$ cat config.mk
export PLATFORM = sky130hd
export DESIGN_NAME = mod_counter_flat
export DESIGN_NICKNAME = d
export VERILOG_FILES = /design/src/rtl/mod_counter_if.sv /design/src/rtl/mod_counter.sv /design/src/flat_wrapper.sv
export SDC_FILE = /design/constraint.sdc
export NUM_CORES = 1
export LEC_CHECK = 0
export CAP_MARGIN = 20
export CORE_AREA = 4 4 41 43
export DETAILED_ROUTE_END_ITERATION = 10
export DIE_AREA = 0 0 45 47
export DONT_BUFFER_PORTS = 1
export SETUP_SLACK_MARGIN = 0.1
export SLEW_MARGIN = 20
export SYNTH_ARGS = -nofsm -noshare
export SYNTH_HDL_FRONTEND = slang
export SYNTH_SLANG_ARGS = --single-unit
$ cat constraint.sdc
create_clock -name clk -period 3.9 [get_ports clk]
set_clock_uncertainty 0.2 [all_clocks]
set_input_delay 0 -clock clk [delete_from_list [all_inputs] [get_ports clk]]
set_output_delay 0 -clock clk [all_outputs]
set_load 0.03 [all_outputs]
$ cat src/rtl/mod_counter_if.sv
// mod_counter_if -- control/status bundle for mod_counter.
//
// Purpose:
//   Groups the counter's control inputs and its registered status outputs
//   into one interface. clk and rst are not carried here; they stay as plain
//   ports on the counter.
//
// Parameter:
//   WIDTH     counter width in bits. It must match the WIDTH of the
//             mod_counter instance that the interface is attached to.
//
// Signals:
//   en        count enable; a step is requested on each cycle it is high
//   up        direction, 1 = increment, 0 = decrement
//   sat       limit mode, 0 = wrap, 1 = saturate
//   load      parallel load strobe
//   load_val  value to load; values above MAX are clamped to MAX
//   count     current count, registered
//   tc        terminal-count pulse, registered
//   at_max    count == MAX, decoded from the count register
//   at_zero   count == 0, decoded from the count register
//
// Modports:
//   master    the controller side; drives the controls and reads the status
//   slave     the counter side; reads the controls and drives the status
interface mod_counter_if #(
    parameter int WIDTH = 4
);
    logic             en;
    logic             up;
    logic             sat;
    logic             load;
    logic [WIDTH-1:0] load_val;
    logic [WIDTH-1:0] count;
    logic             tc;
    logic             at_max;
    logic             at_zero;

    modport master (
        output en,
        output up,
        output sat,
        output load,
        output load_val,
        input  count,
        input  tc,
        input  at_max,
        input  at_zero
    );

    modport slave (
        input  en,
        input  up,
        input  sat,
        input  load,
        input  load_val,
        output count,
        output tc,
        output at_max,
        output at_zero
    );
endinterface

$ cat src/rtl/mod_counter.sv
// mod_counter -- parametrised modulo up/down counter.
//
// Purpose:
//   Counts over the range 0..MAX. Each step goes up or down according to the
//   direction input. At a limit the count either wraps or saturates, according
//   to the sat input. A parallel load clamps its value to MAX. The counter
//   produces a registered terminal-count pulse (tc), and two limit flags that
//   are decoded from the count register.
//
// Parameters:
//   WIDTH     counter width, 1..16
//   MAX       terminal value, 1..2**WIDTH-1 (default 2**WIDTH-1)
//   PRESCALE  enable divider, 1..255. It is used only when the macro
//             MOD_COUNTER_PRESCALE_EN is defined.
//
// Optional feature (compile-time macro MOD_COUNTER_PRESCALE_EN):
//   Defined   an 8-bit prescaler counts cycles with en high. A step happens
//             only on every PRESCALE-th such cycle. A cycle with en low leaves
//             the prescaler unchanged. rst and load clear the prescaler.
//   Undefined every cycle with en high is a step, and no prescaler register
//             exists.
//
// Ports:
//   clk       single clock; all state changes on its rising edge
//   rst       synchronous reset, active-high
//   bus       mod_counter_if.slave. Inputs: en, up, sat, load, load_val.
//             Outputs: count, tc, at_max, at_zero.
//
// Priority on each edge: rst > load > step > hold.
module mod_counter #(
    parameter int WIDTH    = 4,
    parameter int MAX      = (2 ** WIDTH) - 1,
    parameter int PRESCALE = 4
) (
    input  logic           clk,
    input  logic           rst,
    mod_counter_if.slave   bus
);

    // All limit comparisons are made against WIDTH-bit constants.
    localparam logic [WIDTH-1:0] MAX_V    = WIDTH'(MAX);
    localparam logic [WIDTH-1:0] MAX_M1_V = WIDTH'(MAX - 1);
    localparam logic [WIDTH-1:0] ONE_V    = WIDTH'(1);
    localparam logic [WIDTH-1:0] ZERO_V   = '0;

    // Reject illegal parameter values at elaboration time.
    if (WIDTH < 1 || WIDTH > 16) begin : g_bad_width
        $error("mod_counter: WIDTH must be in 1..16");
    end
    if (MAX < 1 || MAX > (2 ** WIDTH) - 1) begin : g_bad_max
        $error("mod_counter: MAX must be in 1..2**WIDTH-1");
    end
    if (PRESCALE < 1 || PRESCALE > 255) begin : g_bad_prescale
        $error("mod_counter: PRESCALE must be in 1..255");
    end

    logic [WIDTH-1:0] count_q;
    logic [WIDTH-1:0] count_d;
    logic [WIDTH-1:0] load_clamped;
    logic             tc_q;
    logic             tc_d;
    logic             step;
    logic             cnt_at_max;
    logic             cnt_at_zero;

    assign cnt_at_max   = (count_q == MAX_V);
    assign cnt_at_zero  = (count_q == ZERO_V);
    assign load_clamped = (bus.load_val > MAX_V) ? MAX_V : bus.load_val;

`ifdef MOD_COUNTER_PRESCALE_EN
    localparam logic [7:0] PRE_LAST = 8'(PRESCALE - 1);

    logic [7:0] pre_q;

    // A step fires on the en-high cycle that completes a period. On that
    // same edge the prescaler returns to 0.
    assign step = bus.en && (pre_q == PRE_LAST);

    always_ff @(posedge clk) begin
        if (rst || bus.load) begin
            pre_q <= 8'd0;
        end else if (bus.en) begin
            pre_q <= (pre_q == PRE_LAST) ? 8'd0 : (pre_q + 8'd1);
        end
    end
`else
    assign step = bus.en;
`endif

    // Next-state logic for the count and tc. tc defaults to 0; only a wrap,
    // or arrival at a limit in saturate mode, raises it.
    always_comb begin
        count_d = count_q;
        tc_d    = 1'b0;
        if (bus.load) begin
            count_d = load_clamped;
        end else if (step) begin
            if (bus.up) begin
                if (!cnt_at_max) begin
                    count_d = count_q + ONE_V;
                    // In saturate mode, arriving at MAX is itself the event.
                    tc_d    = bus.sat && (count_q == MAX_M1_V);
                end else if (!bus.sat) begin
                    count_d = ZERO_V;
                    tc_d    = 1'b1;
                end
            end else begin
                if (!cnt_at_zero) begin
                    count_d = count_q - ONE_V;
                    tc_d    = bus.sat && (count_q == ONE_V);
                end else if (!bus.sat) begin
                    count_d = MAX_V;
                    tc_d    = 1'b1;
                end
            end
        end
    end

    always_ff @(posedge clk) begin
        if (rst) begin
            count_q <= ZERO_V;
            tc_q    <= 1'b0;
        end else begin
            count_q <= count_d;
            tc_q    <= tc_d;
        end
    end

    assign bus.count   = count_q;
    assign bus.tc      = tc_q;
    assign bus.at_max  = cnt_at_max;
    assign bus.at_zero = cnt_at_zero;

    // No state above MAX can be reached.
    a_count_in_range : assert property (
        @(posedge clk) disable iff (rst) (count_q <= MAX_V)
    );

    // Because MAX is at least 1, the two limit flags can never be high together.
    a_flags_exclusive : assert property (
        @(posedge clk) disable iff (rst) !(cnt_at_max && cnt_at_zero)
    );

endmodule

$ cat src/flat_wrapper.sv
// flat-port wrapper written by rule: the top's interface ports become plain ports
module mod_counter_flat 
#(
    parameter int WIDTH    = 4,
    parameter int MAX      = (2 ** WIDTH) - 1,
    parameter int PRESCALE = 4
)
  (clk, rst, bus_en, bus_up, bus_sat, bus_load, bus_load_val, bus_count, bus_tc, bus_at_max, bus_at_zero);
  mod_counter_if #(.WIDTH(WIDTH)) bus_i ();
  input  logic clk;
  input  logic rst;
  input wire logic [$bits(bus_i.en)-1:0] bus_en;
  input wire logic [$bits(bus_i.up)-1:0] bus_up;
  input wire logic [$bits(bus_i.sat)-1:0] bus_sat;
  input wire logic [$bits(bus_i.load)-1:0] bus_load;
  input wire logic [$bits(bus_i.load_val)-1:0] bus_load_val;
  output wire logic [$bits(bus_i.count)-1:0] bus_count;
  output wire logic [$bits(bus_i.tc)-1:0] bus_tc;
  output wire logic [$bits(bus_i.at_max)-1:0] bus_at_max;
  output wire logic [$bits(bus_i.at_zero)-1:0] bus_at_zero;
  assign bus_i.en = bus_en;
  assign bus_i.up = bus_up;
  assign bus_i.sat = bus_sat;
  assign bus_i.load = bus_load;
  assign bus_i.load_val = bus_load_val;
  assign bus_count = bus_i.count;
  assign bus_tc = bus_i.tc;
  assign bus_at_max = bus_i.at_max;
  assign bus_at_zero = bus_i.at_zero;
  mod_counter #(.WIDTH(WIDTH), .MAX(MAX), .PRESCALE(PRESCALE)) u_core (.clk(clk), .rst(rst), .bus(bus_i));
endmodule
# Word level (Yosys, flattened, before mapping)
# Cells that the tools add are included.
# word_totals
word_cells	29
input_bits	10
output_inout_bits	7
reg_bits	5
# op_classes
reduce_logical	6
bitwise_logic	1
addsub	2
magnitude_cmp	1
mux	12
n_eq_ne	5
# ops
operator	count
2-to-1 mux 4 bit	8
equality test 4 bit (second input constant)	2
!= test 4 bit (second input constant)	2
adder 4 x 1 -> 4 bit (second input constant)	1
equality test 4 x 1 -> 1 bit (second input constant)	1
> comparator 4 bit (second input constant)	1
logical NOT 4 bit	1
2-to-1 mux 1 bit	4
subtractor 4 x 1 -> 4 bit (second input constant)	1
AND reduction 3 bit	1
OR reduction 3 bit	1
logical AND 1 bit	2
nonzero test 2 bit	1
inverter 1 bit	1

# Logic depth before layout (Yosys ltp)
# Gate-level depths: netlist of the first run.
# depth
depth_word	5
mapped_depth	6
mapped_depth_nobuf	6

# Worst setup path before layout of the first run
# Ideal clock, no wire load.
# synth_path
path_type	reg2reg
start	register u_core.count_q[0], in the netlist u_core.bus.count[0]
end	register u_core.count_q[3], in the netlist u_core.bus.count[3]
synth_period_minus_slack_ns	2.148
t_arrival_ns	1.889
path_slack_ns	1.752
path_buffers	0
path_stages_with_launch	7
setup_ns	0.059
path_cell_list	dfxtp_1 inv_1 ha_1 nor4b_4 a2111oi_0 a21boi_1 a211o_1
# synth_between
elab_chain_cells	5
# synth_rtl
element	line_no	rtl
start, declared	mod_counter.sv:57	logic [WIDTH-1:0] count_q;
start signal, assigned	mod_counter.sv:124	count_q <= count_d;
subtractor 4 x 1 -> 4 bit (tied with other cells)	mod_counter.sv:109	count_d = count_q - ONE_V;
2-to-1 mux 4 bit (on tied branches)	mod_counter.sv:108, mod_counter.sv:99	
2-to-1 mux 4 bit	mod_counter.sv:98	if (bus.up) begin
2-to-1 mux 4 bit	mod_counter.sv:97	end else if (step) begin
2-to-1 mux 4 bit	mod_counter.sv:95	if (bus.load) begin
# Parallel ways exist; a longest one is shown, timed or not. The select of a mux whose other input is x is not followed.
# A chain may end at the register's enable or synchronous reset.

# Final worst setup path of the first run
# layout_path
start	register u_core.count_q[1], in the netlist u_core.bus.count[1]
end	register u_core.count_q[3], in the netlist u_core.bus.count[3]
# The elaborated chain is that of the path after synthesis.

==> key figures, run 1 <==
Global route
  – GRT overflow: 0
  – Global-route wire length before repair: 1910 um
  – GRT Util Overall: 12.3%
  – Initial antenna violation count: 0
  – Vias in the first global route: 430
  – Largest net degree at the start of global routing: 12

Place
  – Post-Place Cell Area: 497 sq um
  – Global placement routability congestion: 0.763
  – Hpwl dp: 890 um
  – Number of port buffers: 0

Drt
  – WL met2: 605 um
  – DRT iter0 DRCs: 12
  – Total routed wirelength: 1250 um
  – DRC Markers: 0
  – WL met1: 587 um
  – WL/cell: 14.5 um
  – DR WL met3: 53 um
  – ANT nets after route: 0
  – Drt pass-1 iters: 4
  – Top Layer Used: met3
  – Via/cell ratio: 5.44
  – Via Count: 468

Worst setup path
  – Crit path to: u_core.bus.count[3]
  – Worst R2R End: u_core.bus.count[3]
  – Worst EP arrival: 3010 ps
  – Critical path data required time: 3890 ps
  – Worst setup SP type: register
  – Worst setup EP type: register
  – R2r setup slk: 870 ps
  – Crit Path Class: register to register
  – Critical R2R Launch: u_core.bus.count[1]
  – CP max FO: 8
  – Reg2Reg Depth: 7
  – Launch point of the critical path: u_core.bus.count[1]

Final layout
  – Commonest non-fill, non-tap cell in the layout: dlygate4sd3_1
  – Area Overhead vs Synth: 22.7%
  – Diode count: 0
  – Layout cells sized above 1: 9.86%
  – Final nets: 86
  – Finished Cell Area: 623 sq um
  – Commonest non-fill, non-tap cells in the layout: dlygate4sd3_1 (10), inv_1 (6), dfxtp_1 (5), nand2_1 (4), ha_1 (4)

Yosys
  – Post-synth cell types: 33
  – Synth Cell Area: 508 sq um
  – Synth Register Bits: 5
  – Synth Instances: 60
  – Ys Warns: 0
  – Synth Net Count: 74
  – Mean Syn Cell Area: 8.47 sq um
  – Post-synthesis sequential area ratio: 19.7%

Pwr
  – Peak supply drop: 0.107 mV
  – Power density cells: 306 nW/um^2
  – Pleak: 0.249 nW

STA
  – Rel. slew slack: 37.2%
  – Fmax: 0.330 GHz
  – Count of pins over their slew limit: 0
  – Crit share post-route: 77.7%
  – RSZ-0062 raised after global routing: false
  – Final Hold Fails: 0
  – Worst slew pin tran: 941 ps
  – Final setup viols: 0
  – Setup TNS: 0 ps
  – Tmin final: 3030 ps

Worst hold path
  – Worst Hold Class: primary input to register
  – Hold_sp: bus_load_val[1]

Floorplanning
  – Rows: 13
  – Die ar.: 2120 sq um
  – DIE WIDTH: 45 um
  – Total I/O pin count: 17
  – Die height: 47 um
  – Core area: 1300 sq um
  – Starting Density: 39.0%

Clock tree
  – CTS tree: done
  – CTS buffer count: 3
  – Clk slew on worst S/H paths: 50 ps
  – Clock latency on the worst-skew pair: 240 ps
  – H-tree lvl count: 1
  – Root Buffer: clkbuf_4
  – CTS sink count: 5
  – Post_cts resized: 0
  – Clk buf depth: 2

Flow run
  – Max_cap viols: 0

Run status
  – Status: finished clean
==> synthesized netlist by cell type, drive strengths merged <==
cell | number | area share, %
or3 | 2 | 2.5
nor2b | 1 | 1.2
a31oi | 3 | 3.7
a211o | 1 | 1.7
a2111oi | 1 | 1.7
a221oi | 1 | 1.7
nor4 | 2 | 2.5
o21ai | 3 | 3.0
o21a | 1 | 1.5
dfxtp | 5 | 20
and4b | 1 | 2.0
buf | 3 | 5.9
o21bai | 2 | 3.0
mux2i | 1 | 2.0
nor3b | 2 | 3.0
a21oi | 1 | 0.98
mux2 | 1 | 2.2
a21boi | 1 | 1.5
a311o | 1 | 2.0
inv | 6 | 4.4
xnor2 | 1 | 1.7
a22o | 1 | 1.7
nor4b | 2 | 6.4
nand2 | 4 | 3.0
nor3 | 2 | 2.0
nor2 | 3 | 2.2
o21ba | 1 | 2.0
and4 | 1 | 2.2
ha | 4 | 9.9
a211oi | 2 | 3.0
==> cell type report <==
type	instances	area [sq um]
clock buffer	4	26.3
sequential	5	100
multi-input combinational	46	355
tap	15	18.8
fill	128	678
timing repair buffer	10	100
inverter	6	22.5
==> report_power, final <==
| part | internal, mW | switching (mW) |
|---|---|---|
| Sequential | 0.0554 | 0.0197 |
| Combinational | 0.0303 | 0.0243 |
| Clock | 0.0387 | 0.0222 |
| Total | 0.124 | 0.0661 |
==> registers in the layout, indices dropped and copies added, names as in the netlist <==
register	cells
u_core.bus.count	4
u_core.bus.tc	1
==> how the worst min path moves through the flow <==
stage / to / cells past startpoint
3_3_place_gp: u_core.bus.count[0] / 1
5_1_grt: u_core.bus.count[1] / 3
4_1_cts: u_core.bus.count[1] / 3
2_1_floorplan: u_core.bus.count[0] / 1
6_report: u_core.bus.count[1] / 3
3_5_place_dp: u_core.bus.count[0] / 1
==> layer usage <==
metal	GRT usage [%]	up-vias
li1	-	249
met1	15.7	208
met2	19.5	11
met3	3.45	0
met4	5.26	0
met5	0	-
==> metrics by stage <==
step / hold slack, ps / cells / utilization (%) / setup WS [ps] / power (mW)
detailed placement: -115 / 72 / 38.2 / 1410 / 0.120
global route: 271 / 86 / 47.9 / 704 / 0.201
finish: 259 / 86 / 47.9 / 871 / 0.191
floorplan: -122 / 60 / - / 1750 / 0.116
CTS: 259 / 86 / 47.9 / 839 / 0.191
global placement: -116 / 72 / 38.2 / 1450 / 0.119
==> kinds of logic after synthesis <==
logic type,synth area share (%)
flip-flops,19.7
buffers and inverters,10.3
AND/OR/NAND/NOR,26.8
AO/OA/AOI/OAI,27.3
adder cells (fa/ha/maj),9.85
XOR/XNOR,1.72
multiplexers,4.19
==> critical path: stages (launching register included) <==
cell,delay [ps]
dfxtp_1,660
inv_1,180
ha_1,270
nor4b_4,160
a2111oi_0,610
a21boi_1,240
a211o_1,120
dlygate4sd3_1,530
==> timing repair <==
item                                   4_1_cts  5_1_grt
endpoints found under the hold margin        5        0
hold buffers                                10        0
buffers inserted                             0        0
setup endpoints to repair                    0        0
Note: power is estimated with default switching activity, not from simulation.
==> run 2: changes to the inputs <==
- clock period: 3.9 -> 2.9 ns (I/O delays scaled with it)
==> run 2 against run 1 <==
Effect of this change: register-to-register slack lost 560 ps; die area is the same; design area grew 4.2%; routed wire length grew 9.3%; cell count grew 3.5%; maximum frequency grew 17%; sequential share of layout area shrank 0.46 points; first-iteration DRC count grew 50%; largest cell class unchanged; highest routed layer is now met4.
==> key figures, run 2 (same netlist as run 1, synthesis figures left out) <==
STA
  – Setup TNS: 0 ps
  – RSZ-0062 raised after global routing: false
  – Final Hold Fails: 0
  – Crit share post-route: 89.3%
  – Count of pins over their slew limit: 0
  – Tmin final: 2590 ps
  – Worst slew pin tran: 704 ps
  – Final setup viols: 0
  – Rel. slew slack: 53.0%
  – Fmax: 0.386 GHz

Floorplanning
  – Die ar.: 2120 sq um
  – DIE WIDTH: 45 um
  – Starting Density: 39.0%
  – Core area: 1300 sq um
  – Rows: 13
  – Total I/O pin count: 17
  – Die height: 47 um

Final layout
  – Diode count: 0
  – Commonest non-fill, non-tap cells in the layout: dlygate4sd3_1 (11), inv_1 (6), nand2_1 (4), ha_1 (4), dfxtp_1 (4)
  – Area Overhead vs Synth: 27.8%
  – Final nets: 89
  – Final core occ: 49.9%
  – Layout Cells excl Fill: 89
  – Finished Cell Area: 649 sq um
  – Commonest non-fill, non-tap cell in the layout: dlygate4sd3_1
  – Layout cells sized above 1: 13.5%
  – Max FFs per register: 4

Clock tree
  – CTS tree: done
  – Clk slew on worst S/H paths: 50 ps
  – CTS buffer count: 3
  – Root Buffer: clkbuf_4
  – H-tree lvl count: 1
  – Clk buf depth: 2
  – Clock latency on the worst-skew pair: 250 ps
  – CTS sink count: 5

Worst setup path
  – Worst EP arrival: 2530 ps
  – Critical path data required time: 2840 ps
  – Worst R2R End: u_core.bus.count[0]
  – Crit Path Class: register to register
  – Launch point of the critical path: u_core.bus.count[2]
  – Worst setup EP type: register
  – Crit path to: u_core.bus.count[0]
  – Slowest-stage cell, CP: dfxtp_1
  – Reg2Reg Depth: 5
  – Critical R2R Launch: u_core.bus.count[2]
  – Max incr delay on CP: 770 ps
  – Worst setup SP type: register
  – CP max FO: 11
  – R2r setup slk: 310 ps
  – Crit path cell chain: and4_4, mux2i_1, nor4b_1, nor4_1, dlygate4sd3_1

Pwr
  – Power density cells: 411 nW/um^2
  – Pleak: 0.262 nW
  – Peak supply drop: 0.233 mV

Place
  – Hpwl dp: 895 um
  – Placed cells: 74
  – Post-Place Cell Area: 512 sq um
  – Global placement routability congestion: 0.799
  – Number of port buffers: 0

Drt
  – Via/cell ratio: 5.79
  – Total routed wirelength: 1360 um
  – Drt pass-1 iters: 4
  – DRT iter0 DRCs: 18
  – WL/cell: 15.3 um
  – DRC Markers: 0
  – Via Count: 515
  – ANT nets after route: 0

Worst hold path
  – Worst hold path stage count: 3
  – Worst Hold Class: primary input to register

Global route
  – Initial antenna violation count: 0
  – Global-route wire length before repair: 2090 um
  – Vias in the first global route: 445
  – Largest net degree at the start of global routing: 12
  – GRT Util Overall: 14.6%
  – GRT overflow: 0

Flow run
  – Max_cap viols: 0

Run status
  – Status: finished clean
-- run 2: timing repair --
item | 4_1_cts | 5_1_grt
gates resized for setup | 0 | 1
buffers inserted | 0 | 0
hold buffers | 11 | 0
hold endpoints to repair | 5 | 0
endpoints found under the setup margin | 0 | 2
-- run 2: cell type report --
class	count	area (sq um)
inverter	6	22.5
fill	120	652
multi-input combinational	46	355
timing repair buffer	13	125
sequential	5	101
tap	15	18.8
clock buffer	4	26.3
-- run 2: through the flow --
step | worst slack [ps] | total power, mW | hold WS [ps]
floorplan | 752 | 0.156 | -122
global placement | 643 | 0.166 | -116
detailed placement | 589 | 0.165 | -115
CTS | 145 | 0.268 | 2.97
global route | 195 | 0.283 | 55.1
finish | 309 | 0.267 | 15.8
-- run 2: power breakdown --
group          internal [mW]  total [mW]  switching [mW]
logic                 0.0445      0.0842          0.0398
clock network         0.0524      0.0862          0.0338
registers             0.0748      0.0965          0.0217
-- run 2: worst max-delay path, delay by kind of cell, from the launching register on --
kind	cells	cell delay, ps
flip-flops	1	770
AND/OR/NAND/NOR	3	760
buffers and inverters	1	560
multiplexers	1	170
-- run 2: worst min path at each step --
stage                       from  slack, ps             endpoint
after floorplan              rst       -120  u_core.bus.count[0]
after global placement       rst       -120  u_core.bus.count[0]
after detailed placement     rst       -110  u_core.bus.count[0]
after CTS                 bus_up          3  u_core.bus.count[3]
after global routing      bus_up         60  u_core.bus.count[3]
final                     bus_up         20  u_core.bus.count[3]
-- run 2: layer usage --
metal / up-vias / part of all wire (%) / GRT usage (%)
li1: 257 / - / -
met1: 232 / 39 / 16.0
met2: 22 / 51 / 21.8
met3: 4 / 8.1 / 7.66
met4: 0 / 1.7 / 9.94
met5: - / 0 / 0
==> run 3: changes to the inputs <==
- clock period: 2.9 -> 2.23 ns (I/O delays scaled with it)
==> run 3 against run 2 <==
Effect of this change: count of clock-buffer cells in the layout unchanged; design area increased by 8.3%; register-to-register slack worse by 120 ps; routed wire length is 4.1% higher; critical endpoint is now u_core.bus.tc; sequential power grew 14%; sequential share of layout area shrank 1.0 points; largest cell class unchanged; via count rose by 1.9%; worst setup slack got worse by 120 ps; first-iteration DRC count is the same; global-route usage is 0.10 points lower.
==> key figures, run 3 (same netlist as run 1, synthesis figures left out) <==
Pwr
  – Sequential share of power: 30.2%
  – Switching pwr: 0.126 mW
  – Power density cells: 516 nW/um^2
  – Pint: 0.237 mW
  – Switching portion of total power: 34.8%
  – Pleak: 0.280 nW
  – Part of the power in combinational logic: 40.3%
  – Clk network pwr share: 29.5%
  – Peak supply drop: 0.315 mV

Worst hold path
  – Worst hold path stage count: 3
  – Worst Hold Class: primary input to register
  – Hold_sp: bus_sat
  – Hold path endpoint: u_core.bus.count[0]

Final layout
  – Finished Cell Area: 703 sq um
  – Commonest non-fill, non-tap cells in the layout: dlygate4sd3_1 (10), inv_1 (6), buf_4 (6), nand2_1 (4)
  – Layout cells sized above 1: 24.4%
  – Diode count: 0
  – Commonest non-fill, non-tap cell in the layout: dlygate4sd3_1
  – Final nets: 93
  – Max FFs per register: 4
  – Final core occ: 54.0%
  – Area Overhead vs Synth: 38.4%

Worst setup path
  – Worst R2R End: u_core.bus.tc
  – Critical path data required time: 2220 ps
  – R2r setup slk: 190 ps
  – Worst EP arrival: 2030 ps
  – Critical R2R Launch: u_core.bus.count[1]
  – Reg2Reg Depth: 6
  – Worst setup SP type: register
  – Worst setup EP type: register
  – Crit Path Class: register to register
  – CP max FO: 7

Floorplanning
  – Core area: 1300 sq um
  – DIE WIDTH: 45 um
  – Starting Density: 39.0%
  – Total I/O pin count: 17
  – Rows: 13
  – Die ar.: 2120 sq um
  – Die height: 47 um

Clock tree
  – CTS tree: done
  – H-tree lvl count: 1
  – Clk slew on worst S/H paths: 50 ps
  – Clk buf depth: 2
  – CTS buffer count: 3
  – Root Buffer: clkbuf_4
  – CTS sink count: 5
  – Clock latency on the worst-skew pair: 240 ps

Place
  – Post-Place Cell Area: 543 sq um
  – Number of port buffers: 0
  – Global placement routability congestion: 0.786
  – Hpwl dp: 988 um

STA
  – Fmax: 0.491 GHz
  – Final Hold Fails: 0
  – Final setup viols: 0
  – Rel. slew slack: 62.3%
  – Tmin final: 2040 ps
  – Setup TNS: 0 ps
  – Count of pins over their slew limit: 0
  – Worst slew pin tran: 563 ps
  – Crit share post-route: 91.4%
  – RSZ-0062 raised after global routing: false

Drt
  – Via/cell ratio: 5.65
  – Via Count: 525
  – WL/cell: 15.2 um
  – ANT nets after route: 0
  – DRC Markers: 0
  – Total routed wirelength: 1420 um
  – DRT iter0 DRCs: 18
  – Drt pass-1 iters: 4

Global route
  – Largest net degree at the start of global routing: 10
  – GRT overflow: 0
  – Global-route wire length before repair: 2180 um
  – GRT Util Overall: 14.5%
  – Initial antenna violation count: 0
  – Vias in the first global route: 475

Flow run
  – Max_cap viols: 0

Run status
  – Status: finished clean
==> run 3: area by class of cell <==
type / instances / area (sq um)
sequential: 5 / 103
tap: 15 / 18.8
fill: 122 / 598
clock buffer: 4 / 26.3
multi-input combinational: 46 / 377
inverter: 6 / 22.5
timing repair buffer: 17 / 156
==> run 3: metrics by stage <==
step                      std cells  hold WS (ps)  setup slack, ps  total power, mW
after global routing             93          79.7              100            0.386
after detailed placement         78          -120              270            0.225
after floorplan                  60          -129              132            0.204
after global placement           78          -121              244            0.225
final                            93          18.4              193            0.363
after CTS                        92          4.89              149            0.356
==> run 3: worst max path at each step <==
stage	end	startpoint	cells past startpoint
6_report	u_core.bus.tc	u_core.bus.count[1]	6
5_1_grt	u_core.bus.tc	u_core.bus.count[1]	6
4_1_cts	u_core.bus.tc	u_core.bus.count[0]	6
3_5_place_dp	u_core.bus.count[2]	u_core.bus.count[0]	6
3_3_place_gp	u_core.bus.count[3]	u_core.bus.count[0]	6
2_1_floorplan	u_core.bus.count[3]	u_core.bus.count[1]	6
==> run 3: worst max-delay path, cell delays in order (launching register included) <==
cell and delay [ps]:
dfxtp_1 320, buf_4 190, ha_2 230, and4_4 260, nor3_1 50, a211oi_1 160
dlygate4sd3_1 560
==> run 3: repair_timing <==
action,CTS,global route
hold endpoints to repair,5,0
setup buffers,0,1
hold buffers,10,0
resized for setup,0,6
setup endpoints to repair,0,1
==> run 3: layer usage <==
| layer | vias to the layer above | global-route usage [%] | routed length [um] |
|---|---|---|---|
| met4 | 0 | 1.75 | 0 |
| met2 | 16 | 24.0 | 723 |
| li1 | 267 | - | - |
| met5 | - | 0 | 0 |
| met1 | 242 | 17.1 | 614 |
| met3 | 0 | 7.66 | 80 |
==> run 3: power by group through the flow <==
stage                     sequential [mW]  clock, mW  combinational (mW)
after detailed placement            0.110          0               0.115
after global routing                0.111      0.119               0.157
after CTS                           0.109      0.114               0.134
final                               0.110      0.107               0.146
after floorplan                     0.121          0              0.0829
after global placement              0.111          0               0.114
